<file path="src/rtl/decode_issue_pkg.sv">
// decode_issue_pkg: shared types and constants for the decode issue controller.
package decode_issue_pkg;

  localparam int unsigned INSTR_W = 16;
  localparam int unsigned PC_W    = 16;

  localparam logic [3:0] OP_LDI = 4'b1010;
  localparam logic [3:0] OP_STI = 4'b1011;

  typedef enum logic [1:0] {
    ST_IDLE   = 2'd0,
    ST_RUN    = 2'd1,
    ST_BUBBLE = 2'd2
  } state_e;

  typedef struct packed {
    logic [INSTR_W-1:0] instr;
    logic [PC_W-1:0]    npc;
  } fifo_entry_t;

  function automatic logic is_ind_mem(input logic [INSTR_W-1:0] instr);
    return (instr[15:12] == OP_LDI) || (instr[15:12] == OP_STI);
  endfunction

endpackage

</file>
<file path="src/rtl/decode_issue_fifo.sv">
// decode_issue_fifo: DEPTH-entry synchronous FIFO of {instr, npc} entries.
// Ports: clock, reset (sync, active-low), push_i, pop_i, clear_i, din_i,
//        head_o (entry at read pointer), count_o, full_o, empty_o.
module decode_issue_fifo
  import decode_issue_pkg::*;
#(
  parameter  int unsigned DEPTH = 2,
  localparam int unsigned AW    = $clog2(DEPTH)
) (
  input  logic        clock,
  input  logic        reset,
  input  logic        push_i,
  input  logic        pop_i,
  input  logic        clear_i,
  input  fifo_entry_t din_i,
  output fifo_entry_t head_o,
  output logic [AW:0] count_o,
  output logic        full_o,
  output logic        empty_o
);

  fifo_entry_t   mem_q [DEPTH];
  logic [AW-1:0] wr_ptr_q;
  logic [AW-1:0] rd_ptr_q;
  logic [AW:0]   count_q;
  logic          push_ok;
  logic          pop_ok;

  assign full_o  = (count_q == (AW+1)'(DEPTH));
  assign empty_o = (count_q == '0);
  assign count_o = count_q;
  assign head_o  = mem_q[rd_ptr_q];

  assign push_ok = push_i && !full_o && !clear_i;
  assign pop_ok  = pop_i && !empty_o && !clear_i;

  always_ff @(posedge clock) begin
    if (!reset || clear_i) begin
      wr_ptr_q <= '0;
      rd_ptr_q <= '0;
      count_q  <= '0;
    end else begin
      if (push_ok) wr_ptr_q <= wr_ptr_q + 1'b1;
      if (pop_ok)  rd_ptr_q <= rd_ptr_q + 1'b1;
      case ({push_ok, pop_ok})
        2'b10:   count_q <= count_q + 1'b1;
        2'b01:   count_q <= count_q - 1'b1;
        default: count_q <= count_q;
      endcase
    end
  end

  always_ff @(posedge clock) begin
    if (push_ok) mem_q[wr_ptr_q] <= din_i;
  end

endmodule

</file>
<file path="src/rtl/decode_issue_ctrl.sv">
// decode_issue_ctrl: buffers fetched {instr, npc} pairs and issues them into
// decode one per cycle, honouring stall and branch flush.
// Ports: clock, reset (sync, active-low); fetch_valid/fetch_instr/fetch_npc/
//        fetch_ready (fetch handshake); stall, flush; dout, npc_in,
//        enable_decode, issue_count (to decode).
// Optional: DECODE_ISSUE_BUBBLE_EN inserts MEM_BUBBLES idle cycles after LDI/STI.
module decode_issue_ctrl
  import decode_issue_pkg::*;
#(
  parameter int unsigned DEPTH       = 2,
  parameter int unsigned MEM_BUBBLES = 1
) (
  input  logic        clock,
  input  logic        reset,
  input  logic        fetch_valid,
  input  logic [15:0] fetch_instr,
  input  logic [15:0] fetch_npc,
  output logic        fetch_ready,
  input  logic        stall,
  input  logic        flush,
  output logic [15:0] dout,
  output logic [15:0] npc_in,
  output logic        enable_decode,
  output logic [15:0] issue_count
);

  localparam int unsigned AW = $clog2(DEPTH);

  if (DEPTH < 2 || (DEPTH & (DEPTH - 1)) != 0 || MEM_BUBBLES < 1) begin : g_param_check
    $error("decode_issue_ctrl: DEPTH must be a power of two >= 2 and MEM_BUBBLES >= 1");
  end

  state_e      state_q;
  logic [15:0] dout_q;
  logic [15:0] npc_q;
  logic        en_q;
  logic [15:0] issue_count_q;
  logic [15:0] issue_count_d;

  fifo_entry_t push_entry;
  fifo_entry_t head;
  logic [AW:0] fifo_count_unused;
  logic        fifo_full;
  logic        fifo_empty;
  logic        push;
  logic        pop;

`ifdef DECODE_ISSUE_BUBBLE_EN
  localparam int unsigned BW = (MEM_BUBBLES > 1) ? $clog2(MEM_BUBBLES) : 1;
  logic [BW-1:0] bub_q;
`endif

  // fetch_ready depends on registered state only, never on this cycle's flush.
  assign fetch_ready = (state_q != ST_IDLE) && !fifo_full;
  assign push        = fetch_valid && fetch_ready && !flush;
  assign pop         = (state_q == ST_RUN) && !stall && !flush && !fifo_empty;

  assign push_entry.instr = fetch_instr;
  assign push_entry.npc   = fetch_npc;
  assign issue_count_d    = issue_count_q + 1'b1;

  decode_issue_fifo #(
    .DEPTH (DEPTH)
  ) u_fifo (
    .clock   (clock),
    .reset   (reset),
    .push_i  (push),
    .pop_i   (pop),
    .clear_i (flush),
    .din_i   (push_entry),
    .head_o  (head),
    .count_o (fifo_count_unused),
    .full_o  (fifo_full),
    .empty_o (fifo_empty)
  );

  always_ff @(posedge clock) begin
    if (!reset) begin
      state_q       <= ST_IDLE;
      dout_q        <= '0;
      npc_q         <= '0;
      en_q          <= 1'b0;
      issue_count_q <= '0;
`ifdef DECODE_ISSUE_BUBBLE_EN
      bub_q         <= '0;
`endif
    end else begin
      en_q <= 1'b0;
      case (state_q)
        ST_IDLE: state_q <= ST_RUN;
        ST_RUN: begin
          if (pop) begin
            dout_q        <= head.instr;
            npc_q         <= head.npc;
            en_q          <= 1'b1;
            issue_count_q <= issue_count_d;
`ifdef DECODE_ISSUE_BUBBLE_EN
            // Counter holds remaining bubble cycles minus one.
            if (is_ind_mem(head.instr)) begin
              state_q <= ST_BUBBLE;
              bub_q   <= BW'(MEM_BUBBLES - 1);
            end
`endif
          end
        end
`ifdef DECODE_ISSUE_BUBBLE_EN
        ST_BUBBLE: begin
          if (flush || bub_q == '0) state_q <= ST_RUN;
          else                      bub_q   <= bub_q - 1'b1;
        end
`endif
        default: state_q <= ST_RUN;
      endcase
    end
  end

  assign dout          = dout_q;
  assign npc_in        = npc_q;
  assign enable_decode = en_q;
  assign issue_count   = issue_count_q;

endmodule

</file>
<file path="config.mk">
export PLATFORM = sky130hd
export DESIGN_NAME = decode_issue_ctrl
export DESIGN_NICKNAME = d
export VERILOG_FILES = /design/src/rtl/decode_issue_pkg.sv /design/src/rtl/decode_issue_fifo.sv /design/src/rtl/decode_issue_ctrl.sv
export SDC_FILE = /design/constraint.sdc
export NUM_CORES = 1
export LEC_CHECK = 0
export ABC_AREA = 0
export CAP_MARGIN = 25
export CORE_MARGIN = 2
export CORE_UTILIZATION = 46
export DETAILED_ROUTE_END_ITERATION = 7
export GPL_TIMING_DRIVEN = 0
export PLACE_DENSITY = 0.85
export SYNTH_ARGS = -nofsm -noshare
export SYNTH_HDL_FRONTEND = slang
export SYNTH_HIERARCHICAL = 1
export SYNTH_SLANG_ARGS = --single-unit
</file>
<file path="constraint.sdc">
create_clock -name clock -period 2.85 [get_ports clock]
set_clock_uncertainty 0.15 [all_clocks]
set_input_delay 0.285 -clock clock [delete_from_list [all_inputs] [get_ports clock]]
set_output_delay 0.285 -clock clock [all_outputs]
set_load 0.01 [all_outputs]
</file>
=== Word level (Yosys, flattened, before mapping) ===
Memories as Yosys holds them, arrays and structs flattened. A register that Yosys moved wholly into a read port is not among the register bits.
Cells that the tools add are included.

* Output and inout bits: 50
* Input port bits: 37
* Word-level logic and storage cells: 40
* Register bits after elaboration: 22
* Bits in writable memories: 64
* Memories kept: 1

* Eq/ne operators: 3
* Multiplexer cells: 4
* Reductions and logical operators: 21
* Add/subtract/negate cells: 5

{| class="wikitable"
|+ Memory list
! name !! depth !! bits a word !! rd ports !! clocked after memory_dff !! wr ports !! line !! text
|-
| u_fifo.mem_q || 2 || 32 || 1 || 1 || 1 || decode_issue_fifo.sv:22 || <nowiki>fifo_entry_t mem_q [DEPTH];</nowiki>
|}

{| class="wikitable"
|+ Operators by type and width
! kind !! count
|-
| 16-bit by 1-bit adder with 16-bit output (second input constant) || 1
|-
| 1-bit logical AND || 10
|-
| 1-bit zero test || 6
|-
| 2-bit equality test (second input constant) || 2
|-
| 2-bit one-hot mux with 2 select lines || 1
|-
| 2-bit AND reduction || 2
|-
| 1-bit two-way mux || 3
|-
| 1-bit adder (second input constant) || 2
|-
| 2-bit by 1-bit adder with 2-bit output (second input constant) || 1
|-
| 2-bit by 1-bit equality test with 1-bit output (second input constant) || 1
|-
| 2-bit zero test || 1
|-
| 2-bit nonzero test || 1
|-
| 2-bit by 1-bit subtractor with 2-bit output (second input constant) || 1
|-
| 1-bit logical OR || 1
|}

=== Longest topological paths before layout ===
* Word-level depth: 9
* Depth in mapped cells: 12
* Depth with buffers taken out: 9

=== Cells and area by module ===
The synthesis kept the hierarchy.

{| class="wikitable"
|+ Modules (own cells, without submodules)
! module !! cells an instance !! instances !! area each (sq um) !! seq. area each (sq um)
|-
| decode_issue_fifo || 129 || 1 || 2531.2 || 2021.9
|-
| decode_issue_ctrl || 228 || 1 || 1905.6 || 1001.0
|}

=== Least setup slack after synthesis ===
Ideal clock, no wire load.

* Kind: flip-flop to flip-flop
* Start point: register u_fifo.count_q[0] (netlist: u_fifo/count_o[0])
* End point: memory u_fifo/mem_q[0][0] in the netlist's numbering (enable)
* Data required time: 2.279 ns
* Buffers on the path: 0
* Slack: -0.245 ns
* Cell stages (with the launch flop): 7
* Period minus slack after synthesis: 3.095 ns
* Library setup time: 0.421 ns
* Arrival: 2.524 ns
* Cell sequence: dfxtp_1 > nand2b_1 > inv_1 > nor2b_1 > and3b_1 > nand3_1 > nor2_1

* Cells in the longest elaborated chain, start to end: 9

{| class="wikitable"
|+ Ends and longest elaborated chain
! item !! line !! text
|-
| start: declaration || decode_issue_fifo.sv:25 || <nowiki>logic [AW:0] count_q;</nowiki>
|-
| start signal: assignment || decode_issue_fifo.sv:46 || <nowiki>2'b10: count_q <= count_q + 1'b1;</nowiki>
|-
| start signal: assignment || decode_issue_fifo.sv:47 || <nowiki>2'b01: count_q <= count_q - 1'b1;</nowiki>
|-
| start signal: assignment || decode_issue_fifo.sv:48 || <nowiki>default: count_q <= count_q;</nowiki>
|-
| 2-bit equality test || decode_issue_fifo.sv:29 || <nowiki>assign full_o = (count_q == (AW+1)'(DEPTH));</nowiki>
|-
| net fifo_full || decode_issue_ctrl.sv:43 || <nowiki>logic fifo_full;</nowiki>
|-
| 1-bit zero test || decode_issue_ctrl.sv:54 || <nowiki>assign fetch_ready = (state_q != ST_IDLE) && !fifo_full;</nowiki>
|-
| 1-bit logical AND || decode_issue_ctrl.sv:54 ||
|-
| net fetch_ready || decode_issue_ctrl.sv:18 || <nowiki>output logic fetch_ready,</nowiki>
|-
| 1-bit logical AND (2 in series) || decode_issue_ctrl.sv:55 || <nowiki>assign push = fetch_valid && fetch_ready && !flush;</nowiki>
|-
| net push || decode_issue_ctrl.sv:45 || <nowiki>logic push;</nowiki>
|-
| 1-bit logical AND (2 in series) || decode_issue_fifo.sv:34 || <nowiki>assign push_ok = push_i && !full_o && !clear_i;</nowiki>
|-
| 1-bit two-way mux || decode_issue_fifo.sv:54 || <nowiki>if (push_ok) mem_q[wr_ptr_q] <= din_i;</nowiki>
|-
| 1-bit two-way mux (implied by the code) || decode_issue_fifo.sv:54 ||
|-
| end: declaration || decode_issue_fifo.sv:22 ||
|}

The timed path passes the listed nets, and every way through them passes these cells.

=== Worst setup path after layout ===
* Start point: register u_fifo.count_q[0] (netlist: u_fifo/count_o[0])
* End point: register u_fifo.count_q[1] (netlist: u_fifo/count_o[1])

* Elaborated cells on any way between the ends: 18
* Those cells by class: add/sub: 2; eq/ne: 3; mux: 1; reduce/logical: 12

{| class="wikitable"
|+ RTL lines
! item !! line !! text
|-
| 2-bit zero test * || decode_issue_fifo.sv:30 || <nowiki>assign empty_o = (count_q == '0);</nowiki>
|-
| net fifo_empty || decode_issue_ctrl.sv:44 || <nowiki>logic fifo_empty;</nowiki>
|-
| 1-bit zero test * || decode_issue_ctrl.sv:56 || <nowiki>assign pop = (state_q == ST_RUN) && !stall && !flush && !fifo_empty;</nowiki>
|-
| 1-bit logical AND * || decode_issue_ctrl.sv:56 ||
|-
| net pop || decode_issue_ctrl.sv:46 || <nowiki>logic pop;</nowiki>
|-
| 1-bit logical AND * (2 in series) || decode_issue_fifo.sv:35 || <nowiki>assign pop_ok = pop_i && !empty_o && !clear_i;</nowiki>
|-
| net u_fifo.pop_ok || decode_issue_fifo.sv:27 || <nowiki>logic pop_ok;</nowiki>
|-
| 2-bit by 1-bit equality test with 1-bit output / 2-bit equality test (equally long branches) || decode_issue_fifo.sv:45 || <nowiki>case ({push_ok, pop_ok})</nowiki>
|-
| 2-bit one-hot mux with 2 select lines / 2-bit nonzero test (equally long branches) || n/a ||
|}

The timed path passes the listed nets; every way through them passes the cells marked *.
A chain may end at the register's enable or synchronous reset.

==> results.md <==
- Required @ worst endpoint: about 3.1 ns
- Syn Inst Count: around 360
- Crit path max fanout: 16
- Final period utilization: 0.951
- F_max: 369 MHz
- Cell variety after synth: 32
- Pwr/cell area: between 600 and 700 nW/um2
- H-tree depth: 4
- Hpwl dp: between 6000 and 7000 um
- Post-synth EDFFs: 64
- Die Footprint: 10400 um2
- First-pass GRT wire length: around 14000 um
- Root Buffer: clkbuf_8
- WL final: roughly 9100 um
- Seq/Total Area, Yosys: 0.681
- Total clock buffers created by CTS: 17
- Final hold violations: 0
- Layout net count: roughly 500
- Setup Fix Bufs, Post-CTS: 0
- RSZ-0062 raised after global routing: no
- Kind of critical path: flip-flop to flip-flop
- Max Cap Violations: 0
- First-pass DRT Iterations: 4
- Initial core utilization: 0.478
- Worst Path Arrival: slightly below 3 ns
- # diodes: 0
- Routed via count: between 3000 and 4000
- Crit path from: u_fifo/count_o[0]
- Global router's overall resource usage: 0.185
- Slew @ Worst Pin: between 0.6 and 0.7 ns
- Synthesis Warnings: 6
- Vias in the first global route: around 3000
- Net Count, Synth: 396
- NetSw: approximately 740 uW
- Largest net degree at the start of global routing: 22
- Die X: slightly above 100 um
- Number of port buffers: between 80 and 90
- LEAKAGE: slightly above 2 nW
- DRC: 0
- Setup_tns: 0 ns
- Most frequent cells in the layout: clkdlybuf4s50_1 (86), nand2_1 (70), edfxtp_1 (64)
- Num ports: 87
- Clock power share: 0.510
- Slew HR: 0.599
- WHS: between 0.2 and 0.25 ns
- Status: finished clean
- Yosys reg bits: approximately 120
- Min-delay src: fetch_npc[8]
- FFs w/ async S/R, synth: 0
- GP Congestion: approximately 0.8
- Initial antenna violation count: 0
- Pins Over Slew Limit: 0
- Commonest non-fill, non-tap cell in the layout: clkdlybuf4s50_1
- Remaining antenna violation count: 0
- Syn avg cell area: roughly 12 um2
- Starting DRT DRC Count: 103
- Layout cells sized above 1: 0.156
- Clock sinks: 119
- Crit path time final: about 2.7 ns
- Logic pwr share: 0.026
- VDD IR max: roughly 0.00040 V
- Number of fill cells: roughly 740
- Placement Rows: 35
- Flop pwr share: 0.465
- Worst-path clk slew: 0.05 ns
- Startpoint types: flip-flop
- R2R Path Start: u_fifo/count_o[0]
- Crit end category: flip-flop
- Maximum clock path buffer count: 2
- Clock Latency Late Sink: approximately 0.49 ns
- Prevailing post-synth register cell: edfxtp_1
- Final Setup Violations: 0
- Die height: between 100 and 150 um
- Wire per inst: approximately 15 um
- Vias per inst: between 5 and 6
- Int Pwr: about 3.2 mW
- Grt ovf: 0
- Switching Fraction: 0.189
- Worst hold path type: input port to flip-flop
- TritonCTS clock tree: yes
- Layout overhead on the synthesized area: 37.4%
- Cts hold-fix bufs: 0
- Cell Area, Synth: around 4400 um2
- Core ar.: 9280 um2
## state kept, by name, summed over array words and instances, names as in the netlist, 2 cells and up, named ones only
signal / count
u_fifo/mem_q: 64
issue_count: 16
u_fifo/count_o: 2
dout: 16
npc_in: 16
## worst paths after layout
kind / cells past startpoint / slack (ns) / to
max: 10 / 0.14 / u_fifo/count_o[1]
min: 1 / 0.21 / u_fifo/mem_q[0][8]
max reg2reg: 10 / 0.14 / u_fifo/count_o[1]
min reg2reg: 2 / 0.30 / npc_in[14]
## final cells by class
cell class                      instances  area [um2]  share of cell area
Sequential cell                       119        3030               0.496
Multi-Input combinational cell        214        1310               0.215
Timing Repair Buffer                   88         916               0.150
Clock buffer                           23         467              0.0766
Tap cell                              129         161              0.0265
Clock inverter                          8        98.8              0.0162
Buffer                                 17        81.3              0.0133
Inverter                                6        35.0             0.00575
## Yosys cell counts (3+ instances only)
master,number,area [um2]
mux2_2,30,338
nand3_1,7,35.0
nand2_1,70,263
nor2_1,15,56.3
dfxtp_1,55,1100
edfxtp_1,64,1920
buf_2,7,35.0
nand4_1,5,31.3
xor2_1,8,70.1
o31ai_1,4,30.0
or4_1,4,30.0
clkbuf_1,10,37.5
a21oi_1,42,210
inv_1,5,18.8
o21ai_0,5,25.0
or3_1,3,18.8
## power by group through the flow
stage	clock network [mW]	registers [mW]	logic, mW
2_1_floorplan	0	1.86	0.0268
3_3_place_gp	0	1.86	0.0942
3_5_place_dp	0	1.86	0.101
4_1_cts	2.03	1.82	0.101
5_1_grt	2.11	1.82	0.108
6_report	2.00	1.82	0.100
## per-stage QoR
stage          cell area [um2]  setup WS (ns)  total power, mW   util  cells
2_1_floorplan             4440         -0.245             1.88      -    357
3_3_place_gp              5460          -1.09             1.95  0.588    572
3_5_place_dp              5530         -0.493             1.96  0.596    574
4_1_cts                   6090          0.118             3.95  0.656    604
5_1_grt                   6090         0.0176             4.04  0.656    604
6_report                  6090          0.141             3.92  0.656    604
## cell families (layout without fill, tap and decap cells)
group / count (synthesis) / in the layout / share of synthesized area
xor gates and xnor gates: 10 / 10 / 0.0197
buffers and inverters: 24 / 142 / 0.0268
muxes: 32 / 32 / 0.0812
adders and majority gates: 2 / 2 / 0.00564
and+or+nand+nor: 116 / 116 / 0.120
AOI/OAI and AO/OA: 54 / 54 / 0.0649
DFF: 119 / 119 / 0.681
## routing by layer
metal / global-route usage / vias to the layer above / share of wire
met3: 0.0568 / 6 / 0.050
met1: 0.202 / 1447 / 0.40
li1: - / 1483 / -
met2: 0.331 / 87 / 0.55
met4: 0.0831 / 0 / 0.0074
met5: 0 / - / 0
## critical path: stages (launching register included)
cell	delay [ns]
dfxtp_2	0.37
nor2_1	0.05
or4b_1	0.52
buf_6	0.18
clkinv_8	0.09
buf_4	0.19
o21ai_0	0.18
nor2_1	0.13
ha_1	0.27
or3_1	0.35
a21oi_1	0.15
## what timing repair did
action	4_1_cts	5_1_grt
endpoints found under the hold margin	0	0
pin swaps	0	0
gates resized for setup	1	2
setup endpoints to repair	1	1
Power figures use the tool's default switching activity.
